## src/rtl/load_queue_param.sv

```systemverilog
// Load queue: circular buffer of in-flight loads with a single-issue cache FSM.
// Optional macro LQ_FWD_EN enables capturing store-queue forwarded data.
module load_queue_param #(
  parameter int DEPTH   = 16,
  parameter int ALLOC_W = 4,
  parameter int TAG_W   = 6,
  parameter int ADDR_W  = 16,
  parameter int DATA_W  = 16,
  localparam int IW     = $clog2(DEPTH),
  localparam int PW     = IW + 1,
  localparam int CW     = $clog2(ALLOC_W) + 1
) (
  input  logic                     clk,
  input  logic                     rst,
  input  logic [ALLOC_W-1:0]       vld_al,
  input  logic [ALLOC_W*TAG_W-1:0] indx_al,
  input  logic [ALLOC_W*TAG_W-1:0] phy_al,
  input  logic                     addr_vld,
  input  logic [TAG_W-1:0]         addr_tag,
  input  logic [ADDR_W-1:0]        addr,
  output logic                     ld_req,
  output logic [ADDR_W-1:0]        ld_addr,
  input  logic                     ld_grnt,
  input  logic                     done,
  input  logic [DATA_W-1:0]        data_ca,
  input  logic                     fwd,
  input  logic                     fwd_rdy,
  input  logic [DATA_W-1:0]        data_sq,
  output logic                     wb_vld,
  output logic [TAG_W-1:0]         wb_tag,
  output logic [TAG_W-1:0]         wb_phy,
  output logic [DATA_W-1:0]        wb_data,
  input  logic [CW-1:0]            cmmt_cnt,
  input  logic                     flsh,
  input  logic [PW-1:0]            mis_ptr,
  output logic                     stll,
  output logic [PW-1:0]            count
);

  typedef enum logic [1:0] {S_IDLE, S_REQ, S_WAIT, S_WB} state_t;

  state_t              r_state, w_state_nxt;
  logic [PW-1:0]       r_head, r_tail;
  logic [DEPTH-1:0]    r_vld, r_ardy, r_done;
  logic [TAG_W-1:0]    r_tag  [DEPTH];
  logic [TAG_W-1:0]    r_phy  [DEPTH];
  logic [ADDR_W-1:0]   r_addr [DEPTH];
  logic [IW-1:0]       r_sel;
  logic [ADDR_W-1:0]   r_ld_addr;
  logic [TAG_W-1:0]    r_wb_tag, r_wb_phy;
  logic [DATA_W-1:0]   r_wb_data;

  logic [PW-1:0]       w_count, w_free, w_cmmt_req, w_cmmt, w_nalloc, w_fl_span;
  logic                w_full, w_empty, w_stll, w_alloc_en;
  logic [IW-1:0]       w_slot [ALLOC_W];
  logic [IW-1:0]       w_scan, w_pick;
  logic                w_found;
  logic [DEPTH-1:0]    w_fl, w_cm;
  logic                w_cap;
  logic [DATA_W-1:0]   w_cap_data;

  assign w_count   = r_tail - r_head;
  assign w_free    = PW'(DEPTH) - w_count;
  assign w_full    = (r_head[IW-1:0] == r_tail[IW-1:0]) && (r_head[IW] != r_tail[IW]);
  assign w_empty   = (r_head == r_tail);
  // Stall once a whole group would exhaust the free slots; the stall is all-or-nothing.
  assign w_stll    = w_full || (w_free <= PW'(ALLOC_W));
  assign w_alloc_en = !w_stll && !flsh;
  assign w_cmmt_req = PW'(cmmt_cnt);
  assign w_cmmt    = w_empty ? '0 : ((w_cmmt_req > w_count) ? w_count : w_cmmt_req);
  assign w_fl_span = r_tail - mis_ptr;

  always_comb begin
    w_nalloc = '0;
    for (int l = 0; l < ALLOC_W; l++) begin
      w_slot[l] = r_tail[IW-1:0] + w_nalloc[IW-1:0];
      w_nalloc  = w_nalloc + PW'(vld_al[l]);
    end
  end

  // Oldest eligible entry: scan forward from head.
  always_comb begin
    w_found = 1'b0;
    w_pick  = r_head[IW-1:0];
    w_scan  = '0;
    for (int k = 0; k < DEPTH; k++) begin
      w_scan = r_head[IW-1:0] + IW'(k);
      if (!w_found && r_vld[w_scan] && r_ardy[w_scan] && !r_done[w_scan]) begin
        w_found = 1'b1;
        w_pick  = w_scan;
      end
    end
  end

  always_comb begin
    w_fl = '0;
    w_cm = '0;
    for (int j = 0; j < DEPTH; j++) begin
      w_fl[j] = ({1'b0, IW'(j) - mis_ptr[IW-1:0]} < w_fl_span);
      w_cm[j] = ({1'b0, IW'(j) - r_head[IW-1:0]} < w_cmmt);
    end
  end

`ifdef LQ_FWD_EN
  logic w_fwd_hit;
  assign w_fwd_hit  = fwd && fwd_rdy;
  assign w_cap      = done || w_fwd_hit;
  assign w_cap_data = w_fwd_hit ? data_sq : data_ca;
`else
  logic w_unused_fwd;
  assign w_unused_fwd = ^{fwd, fwd_rdy, data_sq};
  assign w_cap      = done;
  assign w_cap_data = data_ca;
`endif

  always_comb begin
    w_state_nxt = r_state;
    case (r_state)
      S_IDLE: if (w_found && !(flsh && w_fl[w_pick])) w_state_nxt = S_REQ;
      S_REQ:  if (ld_grnt) w_state_nxt = S_WAIT;
      S_WAIT: if (w_cap) w_state_nxt = S_WB;
      S_WB:   w_state_nxt = S_IDLE;
      default: w_state_nxt = S_IDLE;
    endcase
    if (flsh && r_state != S_IDLE && w_fl[r_sel]) w_state_nxt = S_IDLE;
  end

  always_ff @(posedge clk or negedge rst) begin
    if (!rst) begin
      r_state   <= S_IDLE;
      r_head    <= '0;
      r_tail    <= '0;
      r_vld     <= '0;
      r_ardy    <= '0;
      r_done    <= '0;
      r_ld_addr <= '0;
      r_wb_tag  <= '0;
      r_wb_phy  <= '0;
      r_wb_data <= '0;
    end else begin
      r_state <= w_state_nxt;
      r_head  <= r_head + w_cmmt;
      if (flsh)            r_tail <= mis_ptr;
      else if (w_alloc_en) r_tail <= r_tail + w_nalloc;
      for (int j = 0; j < DEPTH; j++) begin
        if (addr_vld && r_vld[j] && r_tag[j] == addr_tag) r_ardy[j] <= 1'b1;
        if (r_state == S_WB && r_sel == IW'(j)) r_done[j] <= 1'b1;
      end
      for (int l = 0; l < ALLOC_W; l++) begin
        if (w_alloc_en && vld_al[l]) begin
          r_vld[w_slot[l]]  <= 1'b1;
          r_ardy[w_slot[l]] <= 1'b0;
          r_done[w_slot[l]] <= 1'b0;
        end
      end
      for (int j = 0; j < DEPTH; j++) begin
        if (w_cm[j] || (flsh && w_fl[j])) r_vld[j] <= 1'b0;
      end
      if (r_state == S_IDLE && w_found) begin
        r_ld_addr <= r_addr[w_pick];
        r_wb_tag  <= r_tag[w_pick];
        r_wb_phy  <= r_phy[w_pick];
      end
      if (r_state == S_WAIT && w_cap) r_wb_data <= w_cap_data;
    end
  end

  // Entry payload needs no reset: every use is qualified by r_vld or the FSM state.
  always_ff @(posedge clk) begin
    for (int j = 0; j < DEPTH; j++) begin
      if (addr_vld && r_vld[j] && r_tag[j] == addr_tag) r_addr[j] <= addr;
    end
    for (int l = 0; l < ALLOC_W; l++) begin
      if (w_alloc_en && vld_al[l]) begin
        r_tag[w_slot[l]] <= indx_al[l*TAG_W +: TAG_W];
        r_phy[w_slot[l]] <= phy_al[l*TAG_W +: TAG_W];
      end
    end
    if (r_state == S_IDLE && w_found) r_sel <= w_pick;
  end

  assign ld_req  = (r_state == S_REQ);
  assign ld_addr = r_ld_addr;
  assign wb_vld  = (r_state == S_WB);
  assign wb_tag  = r_wb_tag;
  assign wb_phy  = r_wb_phy;
  assign wb_data = r_wb_data;
  assign stll    = w_stll;
  assign count   = w_count;

endmodule

```

## config.mk

```make
export PLATFORM = sky130hd
export DESIGN_NAME = load_queue_param
export DESIGN_NICKNAME = d
export VERILOG_FILES = /design/src/rtl/load_queue_param.sv
export SDC_FILE = /design/constraint.sdc
export NUM_CORES = 2
export LEC_CHECK = 0
export BUFFER_PORTS_ARGS = -buffer_cell sky130_fd_sc_hd__buf_2
export CAP_MARGIN = 20
export CORE_ASPECT_RATIO = 1.4
export CORE_MARGIN = 2
export CORE_UTILIZATION = 49
export DETAILED_ROUTE_END_ITERATION = 8
export PLACE_DENSITY = 0.67
export SETUP_SLACK_MARGIN = 0.2
export SYNTH_ARGS = -nofsm -noshare
export SYNTH_HDL_FRONTEND = slang
export SYNTH_SLANG_ARGS = --single-unit
```

## constraint.sdc

```tcl
create_clock -name clk -period 5.3 [get_ports clk]
set_clock_uncertainty 0.2 [all_clocks]
set_input_delay 0 -clock clk [delete_from_list [all_inputs] [get_ports clk]]
set_output_delay 0 -clock clk [all_outputs]
set_load 0.02 [all_outputs]
```

# ---- Word level (Yosys, flattened, before mapping)
# Memory sizes are Yosys's and may differ from the RTL's. A register that Yosys moved wholly into a read port is not among the register bits.
# Cells that the tools add are included.
dict set report totals {
  register_bits 80
  ramBits 448
  inputBits 122
  out_inout_bits 52
  word_cells 619
  mem_count 3
}
dict set report classes {
  addsub 58
  magnitude_cmp 60
  eq_ne 40
  n_mux 248
  bitwise_logic 16
  reduce_logical 186
}
# name depth word_bits rd rd_clocked_by_memory_dff wr line_no
set memory_table {}
lappend memory_table {r_addr 16 16 1 1 16 47} ;# logic [ADDR_W-1:0] r_addr [DEPTH];
lappend memory_table {r_phy 16 6 1 1 4 46} ;# logic [TAG_W-1:0] r_phy [DEPTH];
lappend memory_table {r_tag 16 6 17 1 4 45} ;# logic [TAG_W-1:0] r_tag [DEPTH];
# op n
set ops {}
lappend ops {{1-bit binary-select mux with 4-bit select} 50}
lappend ops {{16-bit 2-to-1 mux} 12}
lappend ops {{4-bit by 5-bit < comparator with 1-bit output} 32}
lappend ops {{1-bit 2-to-1 mux} 158}
lappend ops {{16-bit AND} 8}
lappend ops {{1-bit logical AND} 127}
lappend ops {{4-bit by 5-bit < comparator with 1-bit output, second input constant} 22}
lappend ops {{6-bit == test} 16}
lappend ops {{16-bit inverter} 4}
lappend ops {{16-bit OR} 4}
lappend ops {{4-bit subtractor, first input constant} 16}
lappend ops {{4-bit 2-to-1 mux} 15}
lappend ops {{1-bit logical NOT} 37}
lappend ops {{4-bit adder, second input constant} 8}
lappend ops {{4-bit == test, second input constant} 8}
lappend ops {{3-bit by 4-bit subtractor with 4-bit output, first input constant} 8}
lappend ops {{5-bit 2-to-1 mux} 4}
lappend ops {{1-bit logical OR} 17}
lappend ops {{4-bit by 3-bit adder with 4-bit output, second input constant} 4}
lappend ops {{1-bit demux with 4-bit select} 4}
lappend ops {{4-bit by 3-bit == test with 1-bit output, second input constant} 4}
lappend ops {{4-bit by 1-bit greater-or-equal comparator with 1-bit output, second input constant} 4}
lappend ops {{1-bit by 4-bit subtractor with 4-bit output, first input constant} 4}
lappend ops {{2-bit by 4-bit subtractor with 4-bit output, first input constant} 4}
lappend ops {{other kinds (29)} 38}

# ---- Logic depth before layout (Yosys ltp)
dict set report logic_depth {
  word_depth 88
  depth_mapped 22
  mapped_depth_nobuf 20
}

# ---- Worst setup path after synthesis
# No wires, ideal clock.
dict set report synth_timing {
  kind {register to register}
  startpoint {reg r_head[0]}
  endpoint {reg r_ld_addr[1] (netlist: ld_addr[1]) (read register of r_addr)}
  setup_ps 126
  arrival_ps 5127
  t_required_ps 4974
  path_slack_ps -153
  stages_incl_launch_ff 21
  path_buffers 6
  period_less_slack_ps 5453
  cell_sequence {dfrtp_1 > buf_6 > inv_8 > buf_4 > ha_1 > inv_1 > clkbuf_1 > mux4_2 > a22o_1 > nor2_1 > nand4_1 > or4_1 > buf_2 > o211a_4 > xnor2_4 > buf_2 > buf_2 > mux2_2 > o211ai_1 > a21oi_1 > a221o_1}
}
dict set report synth_via {
  elab_chain_len 81
  elab_cells_between_ends 221
  classes_between {add/sub: 15; mux: 127; reduce/logical: 79}
}
# element line_no
set synth_lines {}
lappend synth_lines {{from (decl)} 43} ;# logic [PW-1:0] r_head, r_tail;
lappend synth_lines {{from (signal assigned)} 142} ;# r_head <= r_head + w_cmmt;
lappend synth_lines {{parallel branches: the longest is 81 deep, another holds 4-bit by 1-bit adder with 4-bit output} -}
lappend synth_lines {{to (decl)} 49} ;# logic [ADDR_W-1:0] r_ld_addr;
# Several ways; the timed one is not identified. The select of a mux whose other input is x is not followed.
# A chain may end at the register's enable or synchronous reset.

# ---- Worst setup path after layout
dict set report layout_timing {
  startpoint {reg r_head[0]}
  endpoint {reg r_state[1]}
}
dict set report layout_via {
  elab_chain_len 87
  elab_cells_between_ends 227
  classes_between {add/sub: 15; eq/ne: 1; mux: 129; reduce/logical: 82}
}
# element line_no
set layout_lines {}
lappend layout_lines {{parallel branches: the longest is 84 deep, another holds 4-bit by 1-bit adder with 4-bit output} -}
lappend layout_lines {{1-bit logical AND (*)} 119} ;# S_IDLE: if (w_found && !(flsh && w_fl[w_pick])) w_state_nxt = S_REQ;
lappend layout_lines {{3-bit inequality test (no source line) (*)} -}
lappend layout_lines {{3-bit AND reduction (no source line) (*)} -}
lappend layout_lines {{to (signal assigned)} 141} ;# r_state <= w_state_nxt;
lappend layout_lines {{to (decl)} 42} ;# state_t r_state, w_state_nxt;
# Every way passes the cells marked *. The select of a mux whose other input is x is not followed.

==> impl_metrics.tcl <==
set metrics [dict create \
    initial_core_util_pct 49.3 \
    slowest_stage "mux4_2" \
    vias_per_cell 6.14 \
    drive_gt1_share_pct 17.8 \
    cp_max_fo 13 \
    period_minus_slack_ns 5.01 \
    synth-seq-cells 556 \
    setup_viol 0 \
    rsz0062_at_grt "false" \
    pwr-share-seq_pct 24.2 \
    wl_met1_um 43200 \
    seq_area_frac_synth_pct 46.0 \
    end_kind "flop" \
    yosysWarnings 0 \
    async_flop_share_pct 18.7 \
    worst_hold_path_type "in2reg" \
    mostFrequentLayoutCell "edfxtp_1" \
    clk_latency_ns 0.65 \
    maxUsedRoutingLayer "met5" \
    syn_to_final_growth_pct 17.7 \
    overflow 0 \
    dr_wl_met2_um 57000 \
    synth_flop_cell "edfxtp_1" \
    met3_wirelength_um 8570 \
    grt_max_degree 67 \
    max_freq_ghz 0.199 \
    fin_crit_sh_pct 94.6 \
    routed_wl_um 117000 \
    wl_per_cell_um 25.1 \
    worst_pin_slew_ns 1.13 \
    clockPowerShare_pct 15.6 \
    postSynthAreaPerCell_um2 10.3 \
    hpwlAfterDp_um 80600 \
    die_area_mm2 0.0739 \
    hold_violations 0 \
    dr.pass1.iters 6 \
    grt_pass1_vias 27900 \
    gp_congestion 1.01 \
    drtIter0Drc 2407 \
    synth_edf_count 452 \
    die-height_um 321 \
    report.final.slew_viol_count 0 \
    fin_tns_setup_ns 0 \
    drc_errors 0 \
    synth_area_mm2 0.0351 \
    grt_pass1_wl_um 173000 \
    p_per_area_mw_per_mm2 624 \
    switching_power_mw 11.5 \
    crit_required_ns 5.59 \
    vias 28600 \
    p_int_mw 14.3 \
    drtAntennaViolNets 0 \
    most-common-layout-cells "edfxtp_1 (452), nand2_1 (290), mux2i_1 (269), nor2_1 (250), a21oi_1 (239)" \
    cp_cell_sequence "inv_8, ha_1, buf_6, mux4_2, mux2i_4, nand3_2, buf_4, or4_4, o32a_1, o21ai_0, buf_4, and2_4, buf_4, mux2_2, o22ai_1, buf_4, o211a_1, o22ai_1" \
    cts.sinks 556 \
    yosysUniqueCellTypes 81 \
    fin_area_mm2 0.0413 \
    critPathMaxStageDelay_ns 0.62 \
    critical_path_class "reg2reg" \
    placed_cell_area_mm2 0.0379 \
    antenna_found_initial 6 \
    cts_tree "built" \
    leakage_nw 16.0 \
    groute.usage.overall_pct 31.1 \
    die_x_um 230 \
    clock-root-buffer "clkbuf_16" \
    arrival_ns 5.31 \
    path_clk_slew_ns 0.06 \
    core_area_mm2 0.0713 \
    synth_cells 3410 \
    crit_family "multiplexers" \
    clockBufferDepth 3 \
    power_frac_comb_pct 60.2 \
    vdd_drop_max_mv 0.402 \
    critPathBufInv 6 \
    whs_ns 0.0305 \
    final_core_util_pct 58.0 \
    portBuffers 155 \
    worst_setup_path_start_kind "flop" \
    slew_headroom_pct 24.5 \
    outcome "completed" \
    cap_viol_max_count 0 \
    rows 116 \
    cts.htree.levels 2 \
    swShare_pct 44.6 \
    io_pins 174 \
    cts_made_buffers 53 \
    nNetsFinal 3905 \
    crit_top_cell "buf_4" \
]
## metal layers
layer / global-route usage (%) / up-vias
met5: 0 / -
met1: 36.6 / 13700
met2: 53.6 / 1399
met4: 19.5 / 4
li1: - / 13200
met3: 4.45 / 399
## registers in the layout, indices dropped and copies added, names as in the netlist
register  flops
r_addr      256
r_phy        96
r_tag        96
ld_addr      16
r_ardy       16
r_done       16
r_vld        16
wb_data      16
wb_phy        6
wb_tag        6
r_head        5
r_tail        5
r_sel         4
r_state       2
## synth_stat cells, types with 72 or more instances
master / number / area share, %
a21oi_1: 240 / 3.4
nor2b_1: 72 / 1.3
xnor2_1: 93 / 2.3
clkbuf_1: 218 / 2.3
nand2_1: 291 / 3.1
mux2i_1: 269 / 7.7
edfxtp_1: 452 / 39
a21o_1: 161 / 3.4
nand3_1: 72 / 1.0
ha_1: 102 / 3.6
mux2_2: 79 / 2.5
nor2_1: 265 / 2.8
a211oi_1: 186 / 4.0
dfrtp_1: 104 / 7.4
o21ai_0: 220 / 3.1
## repair_timing
item                                    in CTS  in global routing
gates resized for setup                      5                 34
pin swaps                                    1                  1
buffers inserted                             1                  4
cloned                                       0                  4
endpoints found under the hold margin      526                  0
hold buffers                               120                  0
endpoints found under the setup margin      45                226
## cell type report
| class | count | area (um^2) |
|---|---|---|
| clock buffer | 70 | 1480 |
| multi-input combinational | 2498 | 17800 |
| inverter | 75 | 294 |
| antenna | 4 | 10.0 |
| fill | 6023 | 29900 |
| clock inverter | 29 | 388 |
| timing repair buffer | 489 | 4030 |
| tap | 944 | 1180 |
| sequential | 556 | 16200 |
## stage by stage
stage | worst slack [ns] | std cells | total power [mW]
2_1_floorplan | 0.242 | 3425 | 15.8
3_3_place_gp | 0.0430 | 4433 | 21.0
3_5_place_dp | 0.0296 | 4433 | 21.1
4_1_cts | 0.195 | 4653 | 25.3
5_1_grt | 0.194 | 4663 | 27.3
6_report | 0.286 | 4665 | 25.8
## kinds of logic (layout without fill, tap and decap cells)
logic type                 count (synthesis)  after routing  synth area share [%]
AOI/OAI and AO/OA                        994            994                  18.4
xor gates and xnor gates                 141            141                  3.61
adders and majority gates                110            110                  4.09
buffers and inverters                    371            663                  4.34
DFF                                      556            556                  46.0
muxes                                    381            381                  12.3
other                                      2             21                0.0214
and+or+nand+nor                          855            855                  11.2
## power by group through the flow
| stage | combinational [mW] | clock [mW] | sequential, mW |
|---|---|---|---|
| after global routing | 16.7 | 4.24 | 6.29 |
| final | 15.5 | 4.04 | 6.24 |
| after detailed placement | 14.9 | 0 | 6.29 |
| after global placement | 14.7 | 0 | 6.28 |
| after floorplan | 9.49 | 0 | 6.31 |
| after CTS | 15.1 | 4.07 | 6.21 |
## worst register-to-register path, cell delays in order (launching register included)
cell     delay [ns]
dfrtp_2        0.50
inv_8          0.05
ha_1           0.32
buf_6          0.22
mux4_2         0.63
mux2i_4        0.25
nand3_2        0.11
buf_4          0.19
or4_4          0.50
o32a_1         0.35
o21ai_0        0.07
buf_4          0.15
and2_4         0.30
buf_4          0.17
mux2_2         0.32
o22ai_1        0.16
buf_4          0.17
o211a_1        0.16
o22ai_1        0.07
## worst paths after layout
check / from / end / slack (ns) / depth (start not counted)
worst max-delay path: r_head[0] / r_state[1] / 0.29 / 18
worst min-delay path: addr_vld / r_ardy[8] / 0.03 / 6
worst max register to register: r_head[0] / r_state[1] / 0.29 / 18
worst min register to register: r_head[4] / r_head[4] / 0.30 / 1
max in group asynchronous: rst / wb_data[15] / 3.63 / 4
min in group asynchronous: rst / r_tail[0] / 0.31 / 4
Power figures use the tool's default switching activity.
